## src/rtl/mac_accum_tree.sv

```systemverilog
// Reduces 16 per-bank partial products per bit-plane and shift-accumulates planes (MSB first) into a MAC result, or captures match bits + popcount in search mode.
// Latency: last plane accepted at edge N -> result registered at N+1, out_valid visible after edge N+2.
// Backpressure: result and out_valid held in DONE until out_ready; no input buffering, in_valid ignored outside ACCUM.
module mac_accum_tree #(
    parameter int NBANK = 16,
    parameter int IN_W  = 8,
    parameter int BITS  = 8,
    parameter int ACC_W = 20
) (
    input  logic                  clk,
    input  logic                  rst,
    input  logic                  start,
    input  logic                  mac_en,
    input  logic                  in_valid,
    input  logic [NBANK*IN_W-1:0] add_bus,
    output logic                  busy,
    output logic                  out_valid,
    input  logic                  out_ready,
    output logic [ACC_W-1:0]      acc_out,
    output logic [NBANK-1:0]      match_out
);

    localparam int SUM_W = IN_W + $clog2(NBANK);
    localparam int CNT_W = $clog2(BITS + 1);
    localparam int PC_W  = $clog2(NBANK + 1);

    typedef enum logic [1:0] {
        IDLE  = 2'd0,
        ACCUM = 2'd1,
        DRAIN = 2'd2,
        DONE  = 2'd3
    } state_t;

    state_t             state;
    state_t             state_nxt;
    logic               mode_mac;
    logic [CNT_W-1:0]   plane_cnt;
    logic [SUM_W-1:0]   sum_q;
    logic               sum_q_vld;
    logic [NBANK-1:0]   match_q;

    logic [SUM_W-1:0]   lane_sum;
    logic [NBANK-1:0]   lane_bit0;
    logic [PC_W-1:0]    match_pop;
    logic               planes_done;
    logic               accept;

    // Plane count target depends on the latched mode: BITS planes for MAC, one for search.
    assign planes_done = mode_mac ? (plane_cnt == CNT_W'(BITS)) : (plane_cnt == CNT_W'(1));
    assign accept      = (state == ACCUM) && in_valid && !planes_done;
    assign busy        = (state != IDLE);
    assign out_valid   = (state == DONE);

    // Reduce all lanes of the current plane and pick off each lane's match bit.
    always_comb begin
        lane_sum  = '0;
        lane_bit0 = '0;
        for (int i = 0; i < NBANK; i++) begin
            lane_sum     = lane_sum + {{(SUM_W-IN_W){1'b0}}, add_bus[i*IN_W +: IN_W]};
            lane_bit0[i] = add_bus[i*IN_W];
        end
    end

    // Popcount of the registered match vector for the search result.
    always_comb begin
        match_pop = '0;
        for (int i = 0; i < NBANK; i++) begin
            match_pop = match_pop + {{(PC_W-1){1'b0}}, match_q[i]};
        end
    end

    // State register.
    always_ff @(posedge clk) begin
        if (rst) begin
            state <= IDLE;
        end else begin
            state <= state_nxt;
        end
    end

    // Next-state: DRAIN covers the cycle in which the final plane is accumulated.
    always_comb begin
        state_nxt = state;
        case (state)
            IDLE:    if (start)       state_nxt = ACCUM;
            ACCUM:   if (planes_done) state_nxt = DRAIN;
            DRAIN:                    state_nxt = DONE;
            DONE:    if (out_ready)   state_nxt = IDLE;
            default:                  state_nxt = IDLE;
        endcase
    end

    // Tree register, plane counter, mode latch and the shift-accumulate / search capture stage.
    always_ff @(posedge clk) begin
        if (rst) begin
            mode_mac  <= 1'b0;
            plane_cnt <= '0;
            sum_q     <= '0;
            sum_q_vld <= 1'b0;
            match_q   <= '0;
            acc_out   <= '0;
            match_out <= '0;
        end else begin
            sum_q_vld <= accept;
            if (accept) begin
                sum_q     <= lane_sum;
                match_q   <= lane_bit0;
                plane_cnt <= plane_cnt + CNT_W'(1);
            end
            if (state == IDLE && start) begin
                mode_mac  <= mac_en;
                plane_cnt <= '0;
                acc_out   <= '0;
                match_out <= '0;
            end else if (sum_q_vld) begin
                if (mode_mac) begin
                    acc_out <= {acc_out[ACC_W-2:0], 1'b0} + {{(ACC_W-SUM_W){1'b0}}, sum_q};
                end else begin
                    match_out <= match_q;
                    acc_out   <= {{(ACC_W-PC_W){1'b0}}, match_pop};
                end
            end
        end
    end

endmodule

```

## config.mk

```make
export PLATFORM = sky130hd
export DESIGN_NAME = mac_accum_tree
export DESIGN_NICKNAME = d
export VERILOG_FILES = /design/src/rtl/mac_accum_tree.sv
export SDC_FILE = /design/constraint.sdc
export NUM_CORES = 1
export LEC_CHECK = 0
export CAP_MARGIN = 15
export CELL_PAD_IN_SITES_DETAIL_PLACEMENT = 1
export CELL_PAD_IN_SITES_GLOBAL_PLACEMENT = 2
export CORE_ASPECT_RATIO = 0.75
export CORE_MARGIN = 10
export CORE_UTILIZATION = 30
export CTS_CLUSTER_SIZE = 10
export DETAILED_ROUTE_END_ITERATION = 16
export GPL_ROUTABILITY_DRIVEN = 1
export PLACE_DENSITY = 0.88
export SYNTH_ARGS = -nofsm -noshare
export SYNTH_HDL_FRONTEND = slang
export SYNTH_SLANG_ARGS = --single-unit
```

## constraint.sdc

```tcl
create_clock -name clk -period 7.4 [get_ports clk]
set_input_delay 0.74 -clock clk [delete_from_list [all_inputs] [get_ports clk]]
set_output_delay 0.74 -clock clk [all_outputs]
set_load 0.02 [all_outputs]
```

Word-level counts from Yosys, hierarchy flattened. Index checks and enable logic that the tools add are counted.

Flip-flop bits (word level): 72. Output and inout bits: 38.

Equality and inequality tests: 8. Add/sub/neg operators: 32. Mux-type cells: 6. Bitwise operators: 1. Reduce and logical (&&, ||, !) cells: 9.

Operator list (number): adder 12 x 8 -> 12 bit (11); adder 5 x 1 -> 5 bit (11); adder 20 x 12 -> 20 bit (1); 2-to-1 mux 20 bit (1); adder 11 x 8 -> 12 bit (1); adder 10 x 8 -> 11 bit (1); adder 9 x 8 -> 10 bit (1); adder 8 x 8 -> 9 bit (1); case mux 2 bit (4 select lines) (1); 2-to-1 mux 2 bit (3); adder 4 x 1 -> 5 bit (1); adder 3 x 1 -> 4 bit (1); adder 4 x 1 -> 4 bit, second input constant (1); equality test 2 bit, second input constant (2); equality test 4 x 1 -> 1 bit, second input constant (1); equality test 4 bit, second input constant (1); inequality test 2 bit, second input constant (2); adder 2 x 1 -> 3 bit (1); logical AND 1 bit (3); AND reduction 3 bit (1); adder 1 x 1 -> 2 bit (1); equality test 2 x 1 -> 1 bit, second input constant (1); zero test 2 bit (1); inequality test 2 x 1 -> 1 bit, second input constant (1); 6 further kinds (6).

Longest topological paths before layout.
Depth in word-level cells: 16. Mapped depth: 19.

Worst setup path after synthesis. OpenSTA, ideal clock, no wires.

Path type: input to register. Start point: input port add_bus[74]. End point: register sum_q[10]. Path slack: 1871 ps. Arrival: 5444 ps. Stages on the path: 18. Buffers on the path: 0. Cells stage by stage: fa_1 inv_1 fa_1 inv_1 fa_1 inv_1 fa_1 fa_1 inv_1 fa_1 ha_1 fa_1 a211oi_1 o21bai_1 a21boi_1 o21a_1 xnor2_1 a211oi_1.

Word-level cells in the longest chain between the ends: 7.

Ends and longest elaborated chain: from (decl) (RTL line 15) `input logic [NBANK*IN_W-1:0] add_bus,`; adder 12 x 8 -> 12 bit (7 in series) (RTL line 59) `lane_sum = lane_sum + {{(SUM_W-IN_W){1'b0}}, add_bus[i*IN_W +: IN_W]};`; to (signal assigned) (RTL line 106) `sum_q <= lane_sum;`; to (decl) (RTL line 38) `logic [SUM_W-1:0] sum_q;`.

No other way between the ends. A chain may end at the register's enable or synchronous reset.

Worst setup path in the final report. Same ends and word-level chain as after synthesis.

==> insert_results.sql <==
INSERT INTO impl_metrics (metric_group, metric, value, unit) VALUES
('outcome', 'run_status', 'finished clean', ''),
('setup_path', 'critical_path.reg2reg.startpoint', 'match_q[0]', ''),
('timing', 'fmax', '167', 'MHz'),
('power', 'total_leakage_power', '4.15', 'nW'),
('finish', 'finish.utilization', '40.4', '%'),
('finish', 'drive_gt1_share', '2.93', '%'),
('die', 'floorplan.core_area', '23000', 'sq um'),
('routing', 'average_wire_per_cell_in_the_routed_design', '15.7', 'microns'),
('flow_run', 'max-cap-violations', '0', ''),
('die', 'std_cell_rows', '48', ''),
('placed_design', 'port-buffer-count', '171', ''),
('placed_design', 'dp_hpwl', '17100', 'microns'),
('timing', 'max_slew_margin', '26.4', '%'),
('timing', 'setup_skew_after_layout', '0.0112', 'ns'),
('synthesis', 'synth_cell_types', '50', ''),
('synthesis', 'netlist.area_leader.share', '34.0', '%'),
('clock_tree', 'cts-root-to-sink-buffers', '2', ''),
('clock_tree', 'cts_num_sinks', '72', ''),
('setup_path', 'crit_arrival', '6.26', 'ns'),
('setup_path', 'data_required_time_at_the_worst_endpoint', '7.66', 'ns'),
('power', 'power.density_cell_area', '491', 'nW/um^2'),
('routing', 'dr_total_vias', '5607', ''),
('clock_tree', 'worst_skew_pair.late_latency', '0.35', 'ns'),
('synthesis', 'synth_seq_area_share', '20.6', '%'),
('clock_tree', 'clkSlewWorstSetupHoldPaths', '0.06', 'ns'),
('finish', 'area.sequential', '1440', 'sq um'),
('setup_path', 'worst_setup_path_start_kind', 'input pin', ''),
('synthesis', 'synth_fp_nets', '1085', ''),
('finish', 'design.final.nets', '1246', ''),
('clock_tree', 'clockRootBuffer', 'sky130_fd_sc_hd__clkbuf_16', ''),
('clock_tree', 'numCtsBuffers', '9', ''),
('synthesis', 'async_flop_share', '0', '%'),
('routing', 'drc', '0', ''),
('setup_path', 'cp-end-kind', 'flop', ''),
('timing', 'timing.final.ws_setup', '1.40', 'ns'),
('clock_tree', 'cts_setup_buffers', '0', ''),
('timing', 'timing_worst_slew_pin_value', '1.10', 'ns'),
('die', 'dieHeight', '152', 'microns'),
('synthesis', 'postSynthRegisterBits', '72', ''),
('routing', 'drt_wl_total', '19800', 'microns'),
('clock_tree', 'cts.repair.resized', '0', ''),
('clock_tree', 'clock_tree_from_tritoncts', 'built', ''),
('die', 'fp.dieArea', '30000', 'sq um'),
('global_routing', 'grt_start_max_net_pins', '35', ''),
('finish', 'layout.cells.non_filler', '1256', ''),
('timing', 'total_negative_slack_for_setup_checks', '0', 'ns'),
('setup_path', 'timing.reg2reg.worst_path_depth', '14', ''),
('timing', 'max_slew_violations', '0', ''),
('timing', 'finalHoldWorstSlack', '0.457', 'ns'),
('synthesis', 'synth-edff-count', '0', ''),
('placed_design', 'dpl.cell_count', '1239', ''),
('global_routing', 'grt_antenna_before_repair', '1', ''),
('setup_path', 'critPathMaxFanout', '3', ''),
('timing', 'timing.final.crit_period', '6.00', 'ns'),
('global_routing', 'globalRoute.totalOverflow', '0', ''),
('synthesis', 'synth_area_leaders', 'sky130_fd_sc_hd__fa_1, sky130_fd_sc_hd__dfxtp_1, sky130_fd_sc_hd__inv_1, sky130_fd_sc_hd__ha_1, sky130_fd_sc_hd__nand2_1', ''),
('finish', 'mostFrequentLayoutCell', 'sky130_fd_sc_hd__inv_1', ''),
('finish', 'layout_common_cells', 'sky130_fd_sc_hd__inv_1, sky130_fd_sc_hd__clkdlybuf4s50_1, sky130_fd_sc_hd__fa_1', ''),
('placed_design', 'post_dp_cell_area', '9010', 'sq um'),
('setup_path', 'reg2reg_to', 'acc_out[4]', ''),
('power', 'peak_vdd_ir', '0.560', 'mV'),
('power', 'total_power_after_layout', '4.57', 'mW'),
('routing', 'drt_first_iter_violations', '169', ''),
('synthesis', 'synth_top_cell_by_area', 'sky130_fd_sc_hd__fa_1', ''),
('timing', 'post-route-period-util', '81.1', '%'),
('synthesis', 'post_synth.cell_area_avg', '8.89', 'sq um'),
('synthesis', 'synth_warnings', '0', ''),
('finish', 'final_cell_area', '9300', 'sq um'),
('finish', 'multi_input_comb_area', '4690', 'sq um'),
('placed_design', 'place_congestion', '0.778', ''),
('clock_tree', 'ctsHtreeMaxLevel', '3', '');
[how the worst max path moves through the flow]
stage,startpoint,endpoint,depth (start not counted)
after detailed placement,add_bus[74],sum_q[10],19
after floorplan,add_bus[74],sum_q[10],18
after CTS,add_bus[74],sum_q[10],19
final,add_bus[74],sum_q[10],19
after global placement,add_bus[74],sum_q[10],19
after global routing,add_bus[74],sum_q[10],19
[flip-flops by register name, summed over array words and instances (netlist names)]
name,cells
acc_out,20
match_out,16
match_q,16
mode_mac,1
plane_cnt,4
state,2
sum_q,12
sum_q_vld,1
[kinds of logic (layout without fill, tap and decap cells)]
| kind of cell | Yosys count | count (layout) | synth area share, % |
|---|---|---|---|
| xor+xnor | 24 | 24 | 3.00 |
| flops | 72 | 72 | 20.6 |
| simple gates | 162 | 162 | 9.62 |
| buf+inv | 232 | 398 | 12.6 |
| other cells | 0 | 1 | 0 |
| fa+ha+maj | 162 | 162 | 41.6 |
| compound gates | 131 | 131 | 11.7 |
| mux | 6 | 6 | 0.892 |
[area by class of cell]
type / count / area share [%]
inverters: 209 / 8.43
multi-input cells: 485 / 50.4
flip-flops and latches: 72 / 15.5
clock inverters: 7 / 0.659
diodes: 1 / 0.0269
well taps: 300 / 4.03
repair buffers: 173 / 18.6
clock buffers: 9 / 2.42
[cells in the mapped netlist, drive strengths merged (7+ instances only)]
master / n
a211oi: 11
a21o: 7
a21oi: 60
buf: 8
clkbuf: 15
dfxtp: 72
fa: 119
ha: 43
inv: 209
nand2: 106
nand3: 7
nor2: 29
o21ai: 27
xnor2: 12
xor2: 12
[routing by layer]
layer	global-route usage (%)	part of all wire (%)
met5	0	0
met3	4.00	6.4
met4	1.85	0.63
met2	22.6	48
met1	17.4	45
[report_power, final]
| group | leakage, nW | total [mW] | switching (mW) | internal (mW) |
|---|---|---|---|---|
| clock network | 0.135 | 0.433 | 0.200 | 0.234 |
| registers | 0.583 | 0.484 | 0.0513 | 0.433 |
| logic | 3.43 | 3.65 | 2.04 | 1.61 |
[worst max-delay path: stages]
cell	delay, ns
sky130_fd_sc_hd__clkdlybuf4s50_1	0.43
sky130_fd_sc_hd__fa_1	0.57
sky130_fd_sc_hd__inv_1	0.06
sky130_fd_sc_hd__fa_1	0.53
sky130_fd_sc_hd__inv_1	0.05
sky130_fd_sc_hd__fa_1	0.50
sky130_fd_sc_hd__inv_1	0.05
sky130_fd_sc_hd__fa_1	0.46
sky130_fd_sc_hd__fa_1	0.56
sky130_fd_sc_hd__inv_1	0.06
sky130_fd_sc_hd__fa_1	0.48
sky130_fd_sc_hd__ha_1	0.26
sky130_fd_sc_hd__fa_1	0.44
sky130_fd_sc_hd__a211oi_1	0.31
sky130_fd_sc_hd__o21bai_1	0.15
sky130_fd_sc_hd__a21boi_1	0.17
sky130_fd_sc_hd__o21a_1	0.14
sky130_fd_sc_hd__xnor2_1	0.06
sky130_fd_sc_hd__a211oi_1	0.23
(Power assumes the default switching activity.)
